<file path="config.mk">
export PLATFORM = sky130hd
export DESIGN_NAME = uart_tx_flat
export DESIGN_NICKNAME = d
export VERILOG_FILES = /design/src/rtl/uart_pkg.sv /design/src/rtl/uart_tx_if.sv /design/src/rtl/uart_baud_tick.sv /design/src/rtl/uart_tx.sv /design/src/flat_wrapper.sv
export SDC_FILE = /design/constraint.sdc
export NUM_CORES = 1
export LEC_CHECK = 0
export CELL_PAD_IN_SITES_DETAIL_PLACEMENT = 2
export CELL_PAD_IN_SITES_GLOBAL_PLACEMENT = 2
export CORE_ASPECT_RATIO = 0.5
export CORE_UTILIZATION = 37
export CTS_CLUSTER_DIAMETER = 120
export CTS_CLUSTER_SIZE = 20
export DETAILED_ROUTE_END_ITERATION = 10
export GPL_TIMING_DRIVEN = 0
export HOLD_SLACK_MARGIN = 0.12
export PLACE_DENSITY_LB_ADDON = 0.1
export SLEW_MARGIN = 25
export SYNTH_ARGS = -nofsm -noshare
export SYNTH_HDL_FRONTEND = slang
export SYNTH_SLANG_ARGS = --single-unit
</file>
<file path="constraint.sdc">
create_clock -name clk_125MHz -period 2.7 [get_ports clk_125MHz]
set_input_delay 0.27 -clock clk_125MHz [delete_from_list [all_inputs] [get_ports clk_125MHz]]
set_output_delay 0.27 -clock clk_125MHz [all_outputs]
set_load 0.05 [all_outputs]
</file>
<file path="src/rtl/uart_pkg.sv">
// Shared UART definitions: state encodings, frame shape, default baud divisor.
// UART_TX_PARITY_EN adds the PARITY state for 8E1 frames.
package uart_pkg;

  localparam int DATA_BITS = 8;
  localparam int STOP_BITS = 1;
  localparam int CLKS_PER_BIT_DEF = 1085;

  typedef enum logic [2:0] {
    ST_IDLE   = 3'd0,
    ST_START  = 3'd1,
    ST_DATA   = 3'd2,
`ifdef UART_TX_PARITY_EN
    ST_PARITY = 3'd3,
`endif
    ST_STOP   = 3'd4
  } uart_state_t;

endpackage

</file>
<file path="src/rtl/uart_tx_if.sv">
// Byte request and status bundle between fabric logic and uart_tx.
// master = requester, slave = transmitter.
interface uart_tx_if;
  import uart_pkg::*;

  logic [DATA_BITS-1:0] tx_d;
  logic                 tx_rdy;
  logic                 tx;
  logic                 tx_busy;
  logic                 tx_full;
  logic                 tx_done;
  logic                 tx_drop;

  modport master (
    output tx_d, tx_rdy,
    input  tx, tx_busy, tx_full,
    input  tx_done, tx_drop
  );

  modport slave (
    input  tx_d, tx_rdy,
    output tx, tx_busy, tx_full,
    output tx_done, tx_drop
  );

endinterface

</file>
<file path="src/rtl/uart_baud_tick.sv">
// Bit-period counter: counts 0..CLKS-1, pulses tick at terminal count.
// clr holds the count at zero; shared with the receive path.
module uart_baud_tick #(
    parameter int CLKS = 4
) (
    input  logic clk,
    input  logic rst,
    input  logic clr,
    output logic tick
);

    localparam int W = (CLKS > 1) ? $clog2(CLKS) : 1;
    localparam logic [W-1:0] LAST = W'(CLKS - 1);

    logic [W-1:0] cnt;

    assign tick = !clr && (cnt == LAST);

    always_ff @(posedge clk or posedge rst) begin
        if (rst)
            cnt <= '0;
        else if (clr || tick)
            cnt <= '0;
        else
            cnt <= cnt + W'(1);
    end

endmodule

</file>
<file path="src/rtl/uart_tx.sv">
// Buffered 8N1 UART transmitter with a one-byte holding buffer.
// Define UART_TX_PARITY_EN for 8E1 frames (even parity bit after data).
module uart_tx
    import uart_pkg::*;
#(
    parameter int CLKS_PER_BIT = CLKS_PER_BIT_DEF
) (
    input  logic     clk_125MHz,
    input  logic     rst,
    uart_tx_if.slave bus
);

    localparam int BW = $clog2(DATA_BITS);
    localparam logic [BW-1:0] BIT_LAST = BW'(DATA_BITS - 1);

    uart_state_t          state, state_n;
    logic [BW-1:0]        bit_cnt, bit_n;
    logic [DATA_BITS-1:0] sh, sh_n;
    logic [DATA_BITS-1:0] buf_q, buf_n;
    logic                 full, full_n;
    logic                 drop, drop_n;
    logic                 tx_q, tx_n;
    logic                 clr, tick, done, drain;
`ifdef UART_TX_PARITY_EN
    logic                 par, par_n;
`endif

    uart_baud_tick #(.CLKS(CLKS_PER_BIT)) u_baud (
        .clk  (clk_125MHz),
        .rst  (rst),
        .clr  (clr),
        .tick (tick)
    );

    assign drain = (state == ST_STOP) && tick && full;

    always_comb begin
        state_n = state;
        bit_n   = bit_cnt;
        sh_n    = sh;
        buf_n   = buf_q;
        full_n  = full;
        drop_n  = 1'b0;
        clr     = 1'b0;
        done    = 1'b0;
        tx_n    = 1'b1;
`ifdef UART_TX_PARITY_EN
        par_n   = par;
`endif
        unique case (state)
            ST_IDLE: begin
                clr = 1'b1;
                if (bus.tx_rdy) begin
                    sh_n    = bus.tx_d;
                    state_n = ST_START;
`ifdef UART_TX_PARITY_EN
                    par_n   = ^bus.tx_d;
`endif
                end
            end
            ST_START: begin
                if (tick) begin
                    bit_n   = '0;
                    state_n = ST_DATA;
                end
            end
            ST_DATA: begin
                if (tick) begin
                    sh_n  = sh >> 1;
                    bit_n = bit_cnt + BW'(1);
                    if (bit_cnt == BIT_LAST)
`ifdef UART_TX_PARITY_EN
                        state_n = ST_PARITY;
`else
                        state_n = ST_STOP;
`endif
                end
            end
`ifdef UART_TX_PARITY_EN
            ST_PARITY: begin
                if (tick) state_n = ST_STOP;
            end
`endif
            ST_STOP: begin
                if (tick) begin
                    done = 1'b1;
                    if (full) begin
                        sh_n    = buf_q;
                        full_n  = 1'b0;
                        state_n = ST_START;
`ifdef UART_TX_PARITY_EN
                        par_n   = ^buf_q;
`endif
                    end else begin
                        state_n = ST_IDLE;
                    end
                end
            end
            default: state_n = ST_IDLE;
        endcase

        // A buffer being drained this cycle can take the new byte
        if (bus.tx_rdy && state != ST_IDLE) begin
            if (!full || drain) begin
                buf_n  = bus.tx_d;
                full_n = 1'b1;
            end else begin
                drop_n = 1'b1;
            end
        end

        unique case (state_n)
            ST_START:  tx_n = 1'b0;
            ST_DATA:   tx_n = sh_n[0];
`ifdef UART_TX_PARITY_EN
            ST_PARITY: tx_n = par_n;
`endif
            default:   tx_n = 1'b1;
        endcase
    end

    always_ff @(posedge clk_125MHz or posedge rst) begin
        if (rst) begin
            state   <= ST_IDLE;
            bit_cnt <= '0;
            sh      <= '0;
            buf_q   <= '0;
            full    <= 1'b0;
            drop    <= 1'b0;
            tx_q    <= 1'b1;
`ifdef UART_TX_PARITY_EN
            par     <= 1'b0;
`endif
        end else begin
            state   <= state_n;
            bit_cnt <= bit_n;
            sh      <= sh_n;
            buf_q   <= buf_n;
            full    <= full_n;
            drop    <= drop_n;
            tx_q    <= tx_n;
`ifdef UART_TX_PARITY_EN
            par     <= par_n;
`endif
        end
    end

    assign bus.tx      = tx_q;
    assign bus.tx_full = full;
    assign bus.tx_drop = drop;
    assign bus.tx_done = done;
    assign bus.tx_busy = (state != ST_IDLE) | full;

endmodule

</file>
<file path="src/flat_wrapper.sv">
// flat-port wrapper written by rule: the top's interface ports become plain ports
module uart_tx_flat import uart_pkg::*;
#(
    parameter int CLKS_PER_BIT = CLKS_PER_BIT_DEF
)
  (clk_125MHz, rst, bus_tx_d, bus_tx_rdy, bus_tx, bus_tx_busy, bus_tx_full, bus_tx_done, bus_tx_drop);
  uart_tx_if bus_i ();
  input  logic clk_125MHz;
  input  logic rst;
  input wire logic [$bits(bus_i.tx_d)-1:0] bus_tx_d;
  input wire logic [$bits(bus_i.tx_rdy)-1:0] bus_tx_rdy;
  output wire logic [$bits(bus_i.tx)-1:0] bus_tx;
  output wire logic [$bits(bus_i.tx_busy)-1:0] bus_tx_busy;
  output wire logic [$bits(bus_i.tx_full)-1:0] bus_tx_full;
  output wire logic [$bits(bus_i.tx_done)-1:0] bus_tx_done;
  output wire logic [$bits(bus_i.tx_drop)-1:0] bus_tx_drop;
  assign bus_i.tx_d = bus_tx_d;
  assign bus_i.tx_rdy = bus_tx_rdy;
  assign bus_tx = bus_i.tx;
  assign bus_tx_busy = bus_i.tx_busy;
  assign bus_tx_full = bus_i.tx_full;
  assign bus_tx_done = bus_i.tx_done;
  assign bus_tx_drop = bus_i.tx_drop;
  uart_tx #(.CLKS_PER_BIT(CLKS_PER_BIT)) u_core (.clk_125MHz(clk_125MHz), .rst(rst), .bus(bus_i));
endmodule
</file>
==> metrics.csv <==
stage,metric,value,unit
global_route,met1 global-route usage,27.11,%
power,sequential power share,49.5,%
critical_path,"Critical Path, Cell by Cell",or4b_1 > buf_4 > or3_4 > buf_4 > nor2_1 > buf_6,
critical_path,Critical Path Sink Type,output pin,
final_layout,layout cells sized above 1,17.06,%
yosys,post-synthesis sequential area ratio,48.55,%
global_route,largest net degree at the start of global routing,20,
power,Clk pwr share,33.7,%
sta,actual slew at the worst max-slew pin,0.8622,ns
final_layout,area of the multi-input gates,867.1,um^2
yosys,Post-Synth Adder-Cell Area,2.694,%
yosys,Simple-Gate Fraction of Synth Area,19.46,%
place,Placed Instances,266,
power,PD cells,631.5,nW/um^2
die,Die W,102.2,um
final_layout,fin nets,225,
final_layout,post-route insts no fill,277,
global_route,grt met2 use,39.60,%
die,IO Count,16,
yosys,area share of xor/xnor cells in the synthesized design,4.714,%
route,Total Wirelength,5088,um
power,sw frac,28.86,%
final_layout,antenna diode count,0,
yosys,post-synthesis cell area,1858,um^2
die,chip height,52.11,um
power,VDD IR max,0.0002628,V
yosys,"area leader, netlist",dfrtp_1,
clock_tree,clk_lat worst skew,0.29,ns
clock_tree,CTS root buffer,clkbuf_8,
yosys,Synth async-reset ratio,100.0,%
global_route,global route overflow,0,
final_layout,Fillers,492,
sta,Final Skew,0.008651,ns
clock_tree,"Clk pin slew, worst setup/hold paths",0.08,ns
global_route,number of global-route vias before repair,1705,
critical_path,Critical Path RT,2.43,ns
hold_path,hold crit path type,in -> async,
power,Gate power share,16.8,%
clock_tree,Inserted Clock Buffers,5,
power,Pwr Total,1.429,mW
outcome,outcome,"finished, final reports clean",
sta,Slew Limit Fails,0,
yosys,Synth Area in Compound Gates,14.01,%
place,dpl ws,-0.2283,ns
clock_tree,CTS sink cnt,36,
critical_path,Worst Path Arrival,2.35,ns
clock_tree,htree depth,2,
die,overall die area,5326,um^2
route,Remaining DRCs,0,
sta,Finish-stage setup viols,0,
place,Placer Congestion,0.7456,
clock_tree,CTS max path bufs,2,
global_route,gr busiest metal,met2,
global_route,first-pass GRT wire length,8625,um
place,port buffer count,15,
critical_path,crit path kind,reg -> out,
yosys,mux share of post-synthesis cell area,5.455,%
global_route,initial antenna violation count,0,
route,WL/cell,18.37,um
job,Max Cap Viol,0,
clock_tree,"Hold-fix buffers, CTS",0,
route,Pre-antenna DRT Iters,4,
critical_path,Most common cell on crit path,buf_4,
yosys,ys flop type,dfrtp_1,
yosys,dominant cells by area after synthesis,"dfrtp_1 (47%), mux2_2 (5.5%), nand2_1 (3.8%)",
sta,RSZ-0062 raised after global routing,false,
global_route,M3 GR Usage,5.376,%
yosys,largest family of logic cells by synthesized area,simple AND/OR/NAND/NOR gates,
place,Final HPWL DP,3691,um
critical_path,"slowest stage cell, crit path",or4b_1,
yosys,Syn. warnings,0,
sta,final worst-path cycle share,97.17,%
yosys,Yosys reg bits,36,
sta,FMAX,381.2,MHz
sta,crit path time final,2.624,ns
critical_path,CP max FO,10,
critical_path,Critical Path Max Stage Delay,0.57,ns
die,Initial Util,40.25,%
sta,Max transition margin,42.04,%
route,initial DRC count,39,
yosys,"Avg Cell Area, Syn",10.10,um^2
sta,Final Hold Vio Count,0,
route,Vias per Instance,5.430,
sta,Final WS setup,0.07637,ns
yosys,Yosys top cell area share,47.14,%
yosys,Synthesized Nets,199,
final_layout,P&R area growth vs syn,21.75,%
route,Routed Antenna Nets,0,
critical_path,crit start category,flop,
yosys,Syn Inst Count,184,
yosys,count of flip-flops with a built-in enable after synthesis,0,
die,Cell Rows,17,
power,internal power,1.016,mW
clock_tree,TritonCTS clock tree,yes,
global_route,total global-route track usage,22.32,%
final_layout,Reg area,902.1,um^2
yosys,Yosys cell types,46,
route,DR vias,1504,
power,NetSw,412.2,uW
die,Core ar.,4616,um^2
power,leakage power,0.9473,nW
[layout by cell type (no fill, tap or decap), types with 2 or more instances in the layout]
master           instances
o21ai_0                  2
and3_1                   2
nand3_1                  6
xor2_1                   3
nand2_1                 19
nor4_1                   3
clkbuf_8                 5
xnor2_1                  7
clkdlybuf4s50_1         14
ha_1                     4
dfrtp_1                 35
o211ai_1                 6
a22oi_1                  7
nor3b_1                  2
o41ai_1                  2
or2_2                    2
or3_4                    2
buf_4                    5
nor4_2                   2
buf_1                    3
clkbuf_1                 3
inv_1                   15
nor3_1                   5
nor2_1                  15
o21a_1                   2
o31ai_1                  2
mux2_2                   9
nand4_1                  2
a22o_1                   3
[worst paths after layout]
check | start | endpoint | slack, ns | depth (start not counted)
max in group asynchronous | rst | u_core.bit_cnt[0] | 1.95 | 3
min reg2reg | u_core.buf_q[2] | u_core.buf_q[2] | 0.51 | 1
max | u_core.u_baud.cnt[6] | bus_tx_done | 0.08 | 6
min | rst | u_core.buf_q[0] | 0.31 | 2
max reg2reg | u_core.u_baud.cnt[6] | u_core.sh[4] | 0.31 | 5
min in group clk_125MHz | u_core.buf_q[2] | u_core.buf_q[2] | 0.51 | 1
[synthesized netlist by cell type, types with 4 or more instances]
master     n
nand2_1   19
nand3_1    6
ha_1       4
nor3_1     5
a22oi_1    7
nor2_1    15
o211ai_1   6
nor4_1     4
mux2_2     9
dfrtp_1   35
xnor2_1    7
inv_1     16
[state kept, by name (all words and copies together), names as in the netlist]
name / flops
u_core.buf_q: 8
u_core.sh: 8
u_core.bus.tx: 1
u_core.bus.tx_full: 1
u_core.state: 3
u_core.bus.tx_drop: 1
u_core.bit_cnt: 3
u_core.u_baud.cnt: 11
[worst max-delay path, delay by kind of cell, from the launching register on]
family,cells,cell delay [ns]
simple gates,3,1.10
flops,1,0.41
buf+inv,3,0.56
[power groups by stage]
stage | logic, mW | registers (mW) | clock network, mW
final | 0.240 | 0.707 | 0.481
after floorplan | 0.157 | 0.699 | 0
after global routing | 0.268 | 0.721 | 0.517
after detailed placement | 0.241 | 0.714 | 0
after CTS | 0.245 | 0.707 | 0.497
after global placement | 0.217 | 0.705 | 0
[area by class of cell]
type | instances | share of cell area [%]
Tap cell | 66 | 3.650
Sequential cell | 36 | 39.88
Timing Repair Buffer | 19 | 8.905
Multi-Input combinational cell | 124 | 38.33
Clock buffer | 5 | 3.042
Inverter | 16 | 2.655
Clock inverter | 3 | 1.881
Buffer | 8 | 1.659
[metrics by stage]
step | instance area, um^2 | hold slack, ns | setup TNS, ns | util (%)
CTS | 2227 | 0.3217 | 0 | 48.25
global route | 2262 | 0.3382 | 0 | 49.01
detailed placement | 2118 | 0.4998 | -0.2283 | 45.89
floorplan | 1858 | 0.3802 | 0 | -
finish | 2262 | 0.3080 | 0 | 49.01
global placement | 2091 | 0.4904 | -0.2210 | 45.30
[timing repair]
| item | in CTS | in global routing |
|---|---|---|
| setup buffers | 0 | 3 |
| resized for setup | 6 | 3 |
| endpoints found under the setup margin | 1 | 1 |
[logic make-up (layout without fill, tap and decap cells)]
family	count (synthesis)	in the layout
adder cells (fa/ha/maj)	4	4
XOR/XNOR	10	10
multiplexers	9	9
flip-flops	36	36
buffers and inverters	24	51
AO/OA/AOI/OAI	33	33
AND/OR/NAND/NOR	68	68
[metal layers]
layer / part of all wire [%] / vias up
met4: 0.71 / 0
met3: 2.5 / 4
met1: 47 / 778
li1: - / 707
met2: 49 / 15
met5: 0 / -
No activity file was read; power rests on OpenSTA's default activity.
